==> config.mk <==
export PLATFORM = sky130hd
export DESIGN_NAME = puck_controller_flat
export DESIGN_NICKNAME = d
export VERILOG_FILES = /design/src/rtl/puck_pkg.sv /design/src/rtl/puck_if.sv /design/src/rtl/puck_dist_check.sv /design/src/rtl/puck_controller.sv /design/src/flat_wrapper.sv
export SDC_FILE = /design/constraint.sdc
export NUM_CORES = 1
export LEC_CHECK = 0
export BUFFER_PORTS_ARGS = -buffer_cell sky130_fd_sc_hd__buf_2
export CORE_ASPECT_RATIO = 1.1
export CORE_MARGIN = 3
export CORE_UTILIZATION = 44
export DETAILED_ROUTE_END_ITERATION = 10
export HOLD_SLACK_MARGIN = 0.15
export PLACE_DENSITY = 0.69
export SYNTH_ARGS = -nofsm -noshare
export SYNTH_HDL_FRONTEND = slang
export SYNTH_SLANG_ARGS = --single-unit
export TNS_END_PERCENT = 30
==> constraint.sdc <==
create_clock -name clock -period 8.5 [get_ports clock]
set_clock_uncertainty 0.1 [all_clocks]
set_input_delay 0.425 -clock clock [delete_from_list [all_inputs] [get_ports clock]]
set_output_delay 0.425 -clock clock [all_outputs]
set_load 0.1 [all_outputs]
==> src/rtl/puck_pkg.sv <==
// Shared constants, types and velocity helpers for the puck sequencer.
// Positions are 13-bit signed internally so off-screen moves stay visible.
package puck_pkg;

  localparam int SCREEN_W      = 1024;
  localparam int SCREEN_H      = 768;
  localparam int RADIUS        = 16;
  localparam int PADDLE_RADIUS = 24;
  localparam int GOAL_TOP      = 284;
  localparam int GOAL_BOTTOM   = 484;
  localparam int SERVE_SPEED   = 3;
  localparam int MIN_BOUNCE    = 2;
  localparam int VMAX          = 7;

  localparam int XW = 11;
  localparam int YW = 10;
  localparam int VW = 5;
  localparam int PW = 13;
  localparam int DW = 24;

  typedef logic signed [PW-1:0] pos_t;
  typedef logic signed [VW-1:0] vel_t;
  typedef logic [DW-1:0]        dist_t;

  typedef enum logic [2:0] {
    S_IDLE,
    S_WAIT,
    S_MOVE,
    S_WALL,
    S_HIT1,
    S_HIT2,
    S_COMMIT,
    S_GOAL
  } state_t;

  localparam pos_t X_MAX = pos_t'(SCREEN_W - 2*RADIUS);
  localparam pos_t Y_MAX = pos_t'(SCREEN_H - 2*RADIUS);
  localparam pos_t G_TOP = pos_t'(GOAL_TOP);
  localparam pos_t G_BOT = pos_t'(GOAL_BOTTOM);

  localparam logic [XW-1:0] X_SERVE = XW'(SCREEN_W/2 - RADIUS);
  localparam logic [YW-1:0] Y_SERVE = YW'(SCREEN_H/2 - RADIUS);

  function automatic vel_t vabs(input vel_t v);
    return v[VW-1] ? -v : v;
  endfunction

  function automatic vel_t vclamp(input vel_t v);
    if (v > vel_t'(VMAX))
      return vel_t'(VMAX);
    if (v < -vel_t'(VMAX))
      return -vel_t'(VMAX);
    return v;
  endfunction

  // Paddle bounce: keep speed but never below MIN_BOUNCE, point along neg.
  function automatic vel_t bounce(input vel_t v, input logic neg);
    vel_t m;
    m = vabs(v);
    if (m < vel_t'(MIN_BOUNCE))
      m = vel_t'(MIN_BOUNCE);
    if (m > vel_t'(VMAX))
      m = vel_t'(VMAX);
    return neg ? -m : m;
  endfunction

endpackage

==> src/rtl/puck_if.sv <==
// Game-control / renderer side bundle of the puck sequencer.
// master = game logic and renderer, slave = puck_controller.
interface puck_if;
  import puck_pkg::*;

  logic          frame_start;
  logic          serve;
  logic          serve_dir;
  logic [XW-1:0] p1_x;
  logic [YW-1:0] p1_y;
  logic [XW-1:0] p2_x;
  logic [YW-1:0] p2_y;
  logic [XW-1:0] puck_x;
  logic [YW-1:0] puck_y;
  vel_t          vel_x;
  vel_t          vel_y;
  logic          display;
  logic          goal_left;
  logic          goal_right;
  logic          busy;

  modport master (
    output frame_start, serve, serve_dir,
    output p1_x, p1_y, p2_x, p2_y,
    input  puck_x, puck_y, vel_x, vel_y,
    input  display, goal_left, goal_right, busy
  );

  modport slave (
    input  frame_start, serve, serve_dir,
    input  p1_x, p1_y, p2_x, p2_y,
    output puck_x, puck_y, vel_x, vel_y,
    output display, goal_left, goal_right, busy
  );

endinterface

==> src/rtl/puck_dist_check.sv <==
// Two-stage circle overlap test: stage 1 registers centre deltas,
// stage 2 squares, compares against the reach and reports the axis.
module puck_dist_check
  import puck_pkg::*;
#(
  parameter int REACH = RADIUS + PADDLE_RADIUS
) (
  input  logic clock,
  input  logic reset,
  input  logic load,
  input  pos_t ax,
  input  pos_t ay,
  input  pos_t bx,
  input  pos_t by,
  output logic hit,
  output logic neg_x,
  output logic neg_y,
  output logic x_major
);

  localparam dist_t REACH2 = dist_t'(REACH * REACH);

  pos_t          dx, dy;
  logic [PW-1:0] mx, my;
  dist_t         sq;

  always_ff @(posedge clock or posedge reset) begin
    if (reset) begin
      dx <= '0;
      dy <= '0;
    end else if (load) begin
      dx <= ax - bx;
      dy <= ay - by;
    end
  end

  always_comb begin
    mx      = dx[PW-1] ? -dx : dx;
    my      = dy[PW-1] ? -dy : dy;
    sq      = DW'(mx) * DW'(mx) + DW'(my) * DW'(my);
    hit     = sq <= REACH2;
    neg_x   = dx[PW-1];
    neg_y   = dy[PW-1];
    x_major = mx >= my;
  end

endmodule

==> src/rtl/puck_controller.sv <==
// Per-frame puck motion sequencer: move, wall/goal, two paddle checks,
// then an atomic commit of position and velocity to the renderer.
module puck_controller
  import puck_pkg::*;
(
  input logic   clock,
  input logic   reset,
  puck_if.slave bus
);

  state_t        state, state_n;
  logic          phase, phase_n;
  pos_t          nx, ny, nx_n, ny_n;
  vel_t          vx, vy, vx_n, vy_n;
  logic [XW-1:0] px, px_n;
  logic [YW-1:0] py, py_n;
  vel_t          cvx, cvy, cvx_n, cvy_n;
  logic          gside, gside_n;

  pos_t tx, ty, ctr;
  vel_t tvx, tvy;
  logic in_goal;

  logic sel2, load;
  pos_t ax, ay, bx, by;
  logic hit, neg_x, neg_y, x_major;

  // The distance unit is shared: HIT1 feeds paddle 1, HIT2 paddle 2.
  assign sel2 = (state == S_HIT2);
  assign load = (state == S_HIT1 || state == S_HIT2) && !phase;
  assign ax   = nx + pos_t'(RADIUS);
  assign ay   = ny + pos_t'(RADIUS);
  assign bx   = pos_t'({2'b00, sel2 ? bus.p2_x : bus.p1_x})
              + pos_t'(PADDLE_RADIUS);
  assign by   = pos_t'({3'b000, sel2 ? bus.p2_y : bus.p1_y})
              + pos_t'(PADDLE_RADIUS);

  puck_dist_check u_dist (
    .clock   (clock),
    .reset   (reset),
    .load    (load),
    .ax      (ax),
    .ay      (ay),
    .bx      (bx),
    .by      (by),
    .hit     (hit),
    .neg_x   (neg_x),
    .neg_y   (neg_y),
    .x_major (x_major)
  );

  always_ff @(posedge clock or posedge reset) begin
    if (reset) begin
      state <= S_IDLE;
      phase <= 1'b0;
      nx    <= '0;
      ny    <= '0;
      vx    <= '0;
      vy    <= '0;
      px    <= X_SERVE;
      py    <= Y_SERVE;
      cvx   <= '0;
      cvy   <= '0;
      gside <= 1'b0;
    end else begin
      state <= state_n;
      phase <= phase_n;
      nx    <= nx_n;
      ny    <= ny_n;
      vx    <= vx_n;
      vy    <= vy_n;
      px    <= px_n;
      py    <= py_n;
      cvx   <= cvx_n;
      cvy   <= cvy_n;
      gside <= gside_n;
    end
  end

  always_comb begin
    state_n = state;
    phase_n = phase;
    nx_n    = nx;
    ny_n    = ny;
    vx_n    = vx;
    vy_n    = vy;
    px_n    = px;
    py_n    = py;
    cvx_n   = cvx;
    cvy_n   = cvy;
    gside_n = gside;
    tx      = nx;
    ty      = ny;
    tvx     = vx;
    tvy     = vy;
    ctr     = '0;
    in_goal = 1'b0;
    unique case (state)
      S_IDLE: begin
        if (bus.serve) begin
          cvx_n   = bus.serve_dir ? vel_t'(SERVE_SPEED)
                                  : -vel_t'(SERVE_SPEED);
          cvy_n   = vel_t'(1);
          state_n = S_WAIT;
        end
      end
      S_WAIT: begin
        if (bus.frame_start)
          state_n = S_MOVE;
      end
      S_MOVE: begin
        nx_n    = pos_t'({2'b00, px}) + pos_t'(cvx);
        ny_n    = pos_t'({3'b000, py}) + pos_t'(cvy);
        vx_n    = cvx;
        vy_n    = cvy;
        state_n = S_WALL;
      end
      S_WALL: begin
        if (ny[PW-1]) begin
          ty  = '0;
          tvy = vabs(vy);
        end else if (ny > Y_MAX) begin
          ty  = Y_MAX;
          tvy = -vabs(vy);
        end
        ctr     = ty + pos_t'(RADIUS);
        in_goal = (ctr >= G_TOP) && (ctr <= G_BOT);
        state_n = S_HIT1;
        phase_n = 1'b0;
        // A goal mouth overrides the side-wall reflection.
        if (nx[PW-1]) begin
          if (in_goal) begin
            state_n = S_GOAL;
            gside_n = 1'b1;
          end else begin
            tx  = '0;
            tvx = vabs(vx);
          end
        end else if (nx > X_MAX) begin
          if (in_goal) begin
            state_n = S_GOAL;
            gside_n = 1'b0;
          end else begin
            tx  = X_MAX;
            tvx = -vabs(vx);
          end
        end
        nx_n = tx;
        ny_n = ty;
        vx_n = tvx;
        vy_n = tvy;
      end
      S_HIT1, S_HIT2: begin
        phase_n = ~phase;
        if (phase) begin
          if (hit) begin
            if (x_major)
              vx_n = bounce(vx, neg_x);
            else
              vy_n = bounce(vy, neg_y);
          end
          state_n = (state == S_HIT1) ? S_HIT2 : S_COMMIT;
        end
      end
      S_COMMIT: begin
        px_n    = nx[XW-1:0];
        py_n    = ny[YW-1:0];
        cvx_n   = vclamp(vx);
        cvy_n   = vclamp(vy);
        state_n = S_WAIT;
      end
      S_GOAL: begin
        px_n    = X_SERVE;
        py_n    = Y_SERVE;
        cvx_n   = '0;
        cvy_n   = '0;
        state_n = S_IDLE;
      end
    endcase
  end

  assign bus.puck_x     = px;
  assign bus.puck_y     = py;
  assign bus.vel_x      = cvx;
  assign bus.vel_y      = cvy;
  assign bus.display    = 1'b1;
  assign bus.goal_left  = (state == S_GOAL) && gside;
  assign bus.goal_right = (state == S_GOAL) && !gside;
  assign bus.busy       = (state == S_MOVE) || (state == S_WALL)
                       || (state == S_HIT1) || (state == S_HIT2)
                       || (state == S_COMMIT);

endmodule

==> src/flat_wrapper.sv <==
// flat-port wrapper written by rule: the top's interface ports become plain ports
module puck_controller_flat import puck_pkg::*;
  (clock, reset, bus_frame_start, bus_serve, bus_serve_dir, bus_p1_x, bus_p1_y, bus_p2_x, bus_p2_y, bus_puck_x, bus_puck_y, bus_vel_x, bus_vel_y, bus_display, bus_goal_left, bus_goal_right, bus_busy);
  puck_if bus_i ();
  input logic clock;
  input logic reset;
  input wire logic [$bits(bus_i.frame_start)-1:0] bus_frame_start;
  input wire logic [$bits(bus_i.serve)-1:0] bus_serve;
  input wire logic [$bits(bus_i.serve_dir)-1:0] bus_serve_dir;
  input wire logic [$bits(bus_i.p1_x)-1:0] bus_p1_x;
  input wire logic [$bits(bus_i.p1_y)-1:0] bus_p1_y;
  input wire logic [$bits(bus_i.p2_x)-1:0] bus_p2_x;
  input wire logic [$bits(bus_i.p2_y)-1:0] bus_p2_y;
  output wire logic [$bits(bus_i.puck_x)-1:0] bus_puck_x;
  output wire logic [$bits(bus_i.puck_y)-1:0] bus_puck_y;
  output wire logic [$bits(bus_i.vel_x)-1:0] bus_vel_x;
  output wire logic [$bits(bus_i.vel_y)-1:0] bus_vel_y;
  output wire logic [$bits(bus_i.display)-1:0] bus_display;
  output wire logic [$bits(bus_i.goal_left)-1:0] bus_goal_left;
  output wire logic [$bits(bus_i.goal_right)-1:0] bus_goal_right;
  output wire logic [$bits(bus_i.busy)-1:0] bus_busy;
  assign bus_i.frame_start = bus_frame_start;
  assign bus_i.serve = bus_serve;
  assign bus_i.serve_dir = bus_serve_dir;
  assign bus_i.p1_x = bus_p1_x;
  assign bus_i.p1_y = bus_p1_y;
  assign bus_i.p2_x = bus_p2_x;
  assign bus_i.p2_y = bus_p2_y;
  assign bus_puck_x = bus_i.puck_x;
  assign bus_puck_y = bus_i.puck_y;
  assign bus_vel_x = bus_i.vel_x;
  assign bus_vel_y = bus_i.vel_y;
  assign bus_display = bus_i.display;
  assign bus_goal_left = bus_i.goal_left;
  assign bus_goal_right = bus_i.goal_right;
  assign bus_busy = bus_i.busy;
  puck_controller u_core (.clock(clock), .reset(reset), .bus(bus_i));
endmodule
## Yosys cells after proc, flatten, opt, wreduce, memory -nomap -nowiden

Cells that the tools add are included.

- Word-level logic and storage cells: 179
- Output and inout port bits: 35
- Register bits: 98

- Magnitude comparators: 14
- Reductions and logical operators: 25
- Bitwise gates (word level): 1
- Muxes and demuxes: 89
- Multiply operators: 2
- Eq/ne operators: 16
- $add $sub $neg: 18

Operators with widths:

| operator | count |
|---|---|
| two-way mux 5 bit | 47 |
| two-way mux 13 bit | 7 |
| one-hot mux 5 bit (3 select lines) | 4 |
| one-hot mux 13 bit (2 select lines) | 2 |
| multiplier 13 x 13 -> 24 bit | 2 |
| adder 13 x 6 -> 13 bit, second input constant | 3 |
| negator 5 bit | 6 |
| greater-than comparator 13 x 11 -> 1 bit, second input constant | 2 |
| negator 13 bit | 2 |
| subtractor 13 bit | 2 |
| adder 24 bit | 1 |
| less-or-equal comparator 24 x 11 -> 1 bit, second input constant | 1 |
| two-way mux 12 bit | 2 |
| one-hot mux 11 bit (2 select lines) | 1 |
| one-hot mux 3 bit (7 select lines) | 1 |
| greater-than comparator 5 x 4 -> 1 bit, second input constant | 4 |
| one-hot mux 10 bit (2 select lines) | 1 |
| two-way mux 3 bit | 5 |
| two-way mux 1 bit | 14 |
| adder 12 x 5 -> 13 bit | 1 |
| greater-or-equal comparator 13 x 10 -> 1 bit, second input constant | 1 |
| greater-or-equal comparator 13 bit | 1 |
| less-or-equal comparator 13 x 10 -> 1 bit, second input constant | 1 |
| adder 11 x 5 -> 12 bit | 1 |
| 26 further kinds | 53 |

## Depth between registers and ports, before layout

Gate-level depths: netlist of the first run.

- Depth in word-level cells: 20
- Gate-level depth with buffers: 34
- Gate-level depth less buffers: 32

## Hierarchy

From an unflattened synthesis of the first run, not the netlist that was laid out.

- Cells, all modules: 2069
- Area, all modules: 18018.5 µm²

Modules (own cells, without submodules):

| module | sequential area each (µm²) | area each (µm²) | instances | cells an instance |
|---|---|---|---|---|
| puck_dist_check | 650.6 | 11796.3 | 1 | 1314 |
| puck_controller | 1813.0 | 6222.2 | 1 | 755 |

## Least setup slack after synthesis of the first run

No wires, ideal clock.

- Path kind: register to register
- Start point: register u_core.u_dist.dx[0]
- End point: register u_core.vy[4]
- Arrival time: 8.409 ns
- Path slack: -0.142 ns
- Library setup time: 0.133 ns
- Cell stages (with the launch flop): 34
- Required time: 8.267 ns
- Path through: dfrtp_1 clkbuf_1 inv_2 ha_1 nand2_1 or3_1 or3_1 o31a_1 xnor2_1 inv_1 nand2_1 fa_1 inv_1 ha_1 inv_1 fa_1 inv_1 fa_1 fa_1 fa_1 inv_1 fa_1 inv_1 ha_1 a211o_1 a311o_1 o21ai_0 mux2_2 a311o_1 nor4_4 nand2_2 buf_2 o41ai_1 a31oi_1

- Longest elaborated chain between the ends: 7
- Elaborated cells on any way between the ends: 9
- Those cells by class: add/sub (2); mul (1); order compare (2); eq/ne (2); mux (1); reduce/logical (1)

Ends and longest elaborated chain:

| item | line | RTL |
|---|---|---|
| from (decl) | puck_dist_check.sv:23 | `pos_t dx, dy;` |
| from (signal assigned) | puck_dist_check.sv:32 | `dx <= ax - bx;` |
| negator 13 bit | puck_dist_check.sv:38 | `mx = dx[PW-1] ? -dx : dx;` |
| two-way mux 13 bit * | puck_dist_check.sv:38 |  |
| multiplier 13 x 13 -> 24 bit | puck_dist_check.sv:40 | `sq = DW'(mx) * DW'(mx) + DW'(my) * DW'(my);` |
| adder 24 bit | puck_dist_check.sv:40 |  |
| less-or-equal comparator 24 x 11 -> 1 bit | puck_dist_check.sv:41 | `hit = sq <= REACH2;` |
| != test 2 x 1 -> 1 bit (no source line) | -- |  |
| AND reduction 5 bit (no source line) * | -- |  |
| to (signal assigned) | puck_controller.sv:71 | `vy <= vy_n;` |
| to (decl) | puck_controller.sv:14 | `vel_t vx, vy, vx_n, vy_n;` |

Every way passes the cells marked *; elsewhere a longest branch is shown, timed or not.
A chain may end at the register's enable or synchronous reset.

## Worst setup path after layout of the first run

- Start point: register u_core.u_dist.dx[0]
- End point: register u_core.vy[3]

The elaborated chain is that of the path after synthesis.

==> results.yml, run 1 <==
synthesis:
  netlist_instances: 2049
  yosys.area.top_type: "fa_1"
  syn_avg_cell_area_um2: 8.67
  synth_area_leaders: "fa_1 (28%), ha_1 (15%), dfrtp_1 (13%)"
  synth.top_cell.area_share_pct: 27.6
  synth_edf_count: 0
  ys_seq_area_share_pct: 13.9
  ys_types: 80
  ys_ff_latch: 98
  ys.flop_type: "dfrtp_1"
  synth_warnings: 0
  async_reset_ff_share_pct: 100
  synth_area_um2: 17800
grt:
  grt_pass1_vias: 15600
  antenna_found_initial: 0
  grt_max_degree: 75
  grt_pass1_wl_um: 77900
  grt_use_total_pct: 22.7
  grt_overflow_total: 0
timing:
  rsz0062_at_grt: "true"
  relSlewSlack_pct: 18.5
  hold_viol: 0
  fmax_mhz: 117
  final_max_slew_viol_count: 0
  hold_slack_ns: 0.350
  final.period_utilization_pct: 101
  worst_slew_pin_slew_ns: 1.22
  period_minus_slack_ns: 8.55
  setup_viol: 3
  fin_ws_ns: -0.0451
clocking:
  cts_tree: "built"
  cts_buffers: 9
  cts_buffer_depth: 2
  root_buffer: "clkbuf_16"
  htree_levels: 3
  clkSinkCount: 98
  clk_pin_slew_ns: 0.08
  clock_latency_ns: 0.37
worst_setup_path:
  crit_fanout: 5
  critPathLaunchType: "register"
  path_common_cell: "fa_1"
  crit_path_top_delay_cell: "fa_1"
  slowest_delay_ns: 0.54
  required_ns: 8.66
  crit_path_end_kind: "register"
  worstSetupPathType: "register to register"
  cp_data_arrival_time_ns: 8.70
layout:
  layout_commonest_cell: "inv_1"
  fin_area_um2: 20200
  finalNonFillerCells: 2731
  antennaDiodeCount: 0
  final_cell_mix: "inv_1 (388), fa_1 (243), nand2_1 (211), ha_1 (200), nor2_1 (157)"
  final_layout_size_suffix_gt1_share_pct: 14.3
  syn_to_final_growth_pct: 13.8
  nets: 2719
route:
  postRouteAntennaNets: 0
  drtPass1Iterations: 5
  wl_per_cell_um: 17.2
  drc: 0
  drt_iter0_markers: 799
  wirelength_um: 47000
  vias_per_cell: 5.36
  num_vias: 14600
floorplan:
  initial_core_util_pct: 44.9
  num_io_pins: 82
  die-height_um: 217
  core_um2: 39600
  die_w_um: 198
  dieArea_um2: 42800
  rows: 76
place:
  post-place-ws_ns: -0.296
  hpwl_um: 39100
  dpl_cell_area_um2: 19400
  post-place-cells: 2700
  portBuffers: 80
  routabilityCongestion: 0.980
run_status:
  status: "complete, but fails checks"
  violations: "negative setup slack"
flow_run:
  cap_violations: 0
worst_hold_path:
  hold_class: "input pin to register"
## critical path, delay by kind of cell, from the launching register on
| kind | cells | cell delay (ns) |
|---|---|---|
| xor+xnor | 2 | 0.36 |
| flops | 1 | 0.41 |
| compound gates | 6 | 0.99 |
| simple gates | 7 | 1.68 |
| fa+ha+maj | 9 | 3.95 |
| buf+inv | 9 | 0.96 |
## cell families (layout without fill, tap and decap cells)
logic type | count (synthesis) | after routing | synth area share, %
XOR/XNOR | 108 | 109 | 5.36
adder cells (fa/ha/maj) | 453 | 453 | 42.2
other | 2 | 18 | 0.0423
multiplexers | 38 | 38 | 2.20
AO/OA/AOI/OAI | 345 | 345 | 12.6
buffers and inverters | 458 | 616 | 9.79
AND/OR/NAND/NOR | 547 | 547 | 14.0
flip-flops | 98 | 98 | 13.9
## per-layer routing
metal  GRT usage [%]  vias up  share of wire, %
met4            10.0        0               4.5
met2            40.0      425                50
met5               0        -                 0
met1            28.4     7155                41
met3            2.28      102               4.7
li1                -     6965                 -
## path summary, 6_finish.rpt
| path | startpoint | end | cells after the start | slack, ns |
|---|---|---|---|---|
| max | u_core.u_dist.dx[0] | u_core.vy[3] | 33 | -0.05 |
| min | bus_frame_start | u_core.state[1] | 3 | 0.35 |
| max reg2reg | u_core.u_dist.dx[0] | u_core.vy[3] | 33 | -0.05 |
| min reg2reg | u_core.bus.puck_x[8] | u_core.bus.puck_x[8] | 2 | 0.39 |
| max in group asynchronous | reset | u_core.nx[1] | 4 | 6.58 |
| min in group asynchronous | reset | u_core.bus.puck_y[7] | 3 | 0.47 |
## area by class of cell
type	instances	area, µm²
clock buffers	9	225
clock inverters	7	67.6
fillers	3745	19300
inverters	402	1520
multi-input cells	1510	14000
flip-flops and latches	98	2460
well taps	507	634
repair buffers	198	1300
## Yosys cell counts, types with 14 or more instances
master	instances
dfrtp_1	89
nor3_1	29
xnor2_1	57
mux2i_1	29
a21oi_1	73
ha_1	208
o21ai_0	102
a21o_1	25
xor2_1	50
nand2_1	217
fa_1	245
inv_1	397
a31oi_1	22
clkbuf_1	45
nor2b_1	14
nor2_1	162
nand3_1	38
## flip-flops by register name, indices dropped and copies added (netlist names), 10 cells and up
signal	flops
u_core.u_dist.dy	13
u_core.bus.puck_x	11
u_core.ny	13
u_core.nx	13
u_core.bus.puck_y	10
u_core.u_dist.dx	13
## through the flow
step	setup TNS (ns)	util (%)
3_5_place_dp	-2.03	49.1
5_1_grt	-2.68	51.2
6_report	-0.0728	51.2
4_1_cts	-0.0342	50.6
2_1_floorplan	0	-
3_3_place_gp	-0.480	49.1
## what timing repair did
action,CTS,global route
hold buffers,1,0
gates resized for setup,36,44
setup endpoints to repair,10,10
gates cloned,0,1
setup buffers,8,6
pin swaps,8,27
hold endpoints to repair,23,0
Power of run 1 is left out: the tool's default activity adds up to more than one toggle a clock period on the data nets, which glitch-free logic cannot reach.
==> inputs of run 2 (changes only) <==
PLACE_DENSITY = 0.66   (was 0.69)
SETUP_SLACK_MARGIN = 0.05   (was default)
clock period = 11.1 ns   (was 8.5 ns; I/O delays follow)
==> run 2 against run 1 <==
  * The flow now finishes without violations
  * Worst setup slack gained 1.4 ns
  * Fmax is 12% lower
  * Worst hold slack better by 0.039 ns
  * Non-clock buffer count fell by 91
  * Clock-buffer cell count rose by 1
  * Die area stayed put
  * Critical path depth down 2
  * First-iteration DRC count is 8.9% higher
  * Sequential share of layout area increased by 0.70 points
  * Sequential cell count unchanged
  * Cell count down 3.4%
  * Register-to-register slack improved by 1.4 ns
  * Critical path type unchanged
  * Highest routed layer unchanged
==> results.yml, run 2 (synthesis gave the netlist of run 1 again) <==
worst_hold_path:
  worstHoldStart: "u_core.bus.puck_y[8]"
  hold_depth: 2
  hold_class: "register to register"
  hold_end: "u_core.bus.puck_y[8]"
floorplan:
  num_io_pins: 82
  dieArea_um2: 42800
  die_w_um: 198
  die-height_um: 217
  initial_core_util_pct: 44.9
  rows: 76
  core_um2: 39600
route:
  wirelength_um: 46000
  vias_per_cell: 5.38
  num_vias: 14200
  postRouteAntennaNets: 0
  drc: 0
  drt_iter0_markers: 870
  wl_per_cell_um: 17.4
  drtPass1Iterations: 5
timing:
  tns_ns: 0
  final.period_utilization_pct: 87.8
  final_max_slew_viol_count: 0
  hold_viol: 0
  setup_viol: 0
  period_minus_slack_ns: 9.75
  fmax_mhz: 103
  relSlewSlack_pct: 25.1
  worst_slew_pin_slew_ns: 1.12
  rsz0062_at_grt: "false"
place:
  hpwl_um: 38300
  portBuffers: 80
  routabilityCongestion: 0.936
  dpl_cell_area_um2: 18800
layout:
  nets: 2627
  final_layout_size_suffix_gt1_share_pct: 7.83
  final_cell_mix: "inv_1 (396), fa_1 (245), nand2_1 (217), ha_1 (208), nor2_1 (162)"
  antennaDiodeCount: 0
  layout_commonest_cell: "inv_1"
  fin_area_um2: 19100
  syn_to_final_growth_pct: 7.67
clocking:
  cts_buffers: 9
  htree_levels: 3
  clk_pin_slew_ns: 0.08
  clock_latency_ns: 0.36
  clkSinkCount: 98
  cts_tree: "built"
  root_buffer: "clkbuf_16"
  cts_buffer_depth: 2
  cts_setup_buffers: 0
  post_cts_resized: 0
grt:
  grt_overflow_total: 0
  grt_max_degree: 72
  grt_pass1_vias: 14800
  grt_pass1_wl_um: 75900
  antenna_found_initial: 0
  grt_use_total_pct: 22.2
run_status:
  status: "complete, no violations"
worst_setup_path:
  crit_path_end_kind: "register"
  path_common_cell: "fa_1"
  rrSetupSlack_ns: 1.35
  crit_fanout: 13
  r2r-start: "u_core.u_dist.dx[0]"
  critPathLaunchType: "register"
  cp_data_arrival_time_ns: 9.91
  slowest_delay_ns: 0.55
  critPathTopFamily: "adder cells"
  crit_path_top_delay_cell: "xnor2_1"
  worstSetupPathType: "register to register"
  required_ns: 11.27
  reg2regPathDepth: 31
  r2r-end: "u_core.vy[1]"
  critPathBufInv: 7
flow_run:
  cap_violations: 0
==> run 2: cell count changes in the layout (fill, tap and decap cells not counted), moves of 5 or more <==
| cell | before | now |
|---|---|---|
| xnor2_1 | 52 | 57 |
| ha_1 | 200 | 208 |
| inv_1 | 388 | 396 |
| nand2_1 | 211 | 217 |
| nor2_1 | 157 | 162 |
| inv_2 | 8 | 2 |
| xnor2_2 | 6 | 1 |
| ha_4 | 6 | 0 |
| buf_4 | 113 | 26 |
| nand2_2 | 7 | 2 |
==> run 2: layer usage <==
layer	part of all wire [%]	vias up	global-route usage, %	routed length [µm]
met5	0	-	0	0
met4	4.9	0	9.70	2270
met3	3.9	109	1.81	1790
met2	48	347	37.6	22100
met1	43	6968	29.2	19800
li1	-	6767	-	-
==> run 2: area by class of cell <==
class | instances | area, µm²
multi-input cells | 1509 | 13600
fillers | 3891 | 20400
clock buffers | 10 | 239
inverters | 402 | 1510
repair buffers | 107 | 606
well taps | 507 | 634
flip-flops and latches | 98 | 2460
clock inverters | 6 | 53.8
==> run 2: worst max-delay path by stage <==
stage                     cells after the start                start           end  slack (ns)
final                                        31  u_core.u_dist.dx[0]  u_core.vy[1]        1.35
after floorplan                              33  u_core.u_dist.dx[0]  u_core.vy[4]        2.46
after global routing                         31  u_core.u_dist.dx[0]  u_core.vx[0]        0.72
after global placement                       30  u_core.u_dist.dx[0]  u_core.vy[1]        1.55
after CTS                                    31  u_core.u_dist.dx[0]  u_core.vy[2]        1.38
after detailed placement                     31  u_core.u_dist.dx[0]  u_core.vy[2]        1.38
==> run 2: worst register-to-register path: cells and delay by family, from the launching register on <==
kind / cells / cell delay, ns
adders and majority gates: 9 / 4.13
and+or+nand+nor: 9 / 2.40
buffers and inverters: 7 / 0.86
AOI/OAI and AO/OA: 4 / 0.78
xor gates and xnor gates: 1 / 0.55
DFF: 1 / 0.51
muxes: 1 / 0.35
==> run 2: stage by stage <==
stage	util, %	worst slack, ns	instances	hold WS (ns)
2_1_floorplan	-	2.46	2065	0.372
3_3_place_gp	47.6	1.55	2622	0.380
3_5_place_dp	47.6	1.38	2622	0.384
4_1_cts	48.4	1.38	2639	0.394
5_1_grt	48.4	0.718	2639	0.432
6_report	48.4	1.35	2639	0.389
==> run 2: timing repair <==
action                     CTS  global route
hold endpoints to repair    20             0
setup endpoints to repair    0             0
hold buffers                 1             0
Power of run 2 is left out for the same reason.
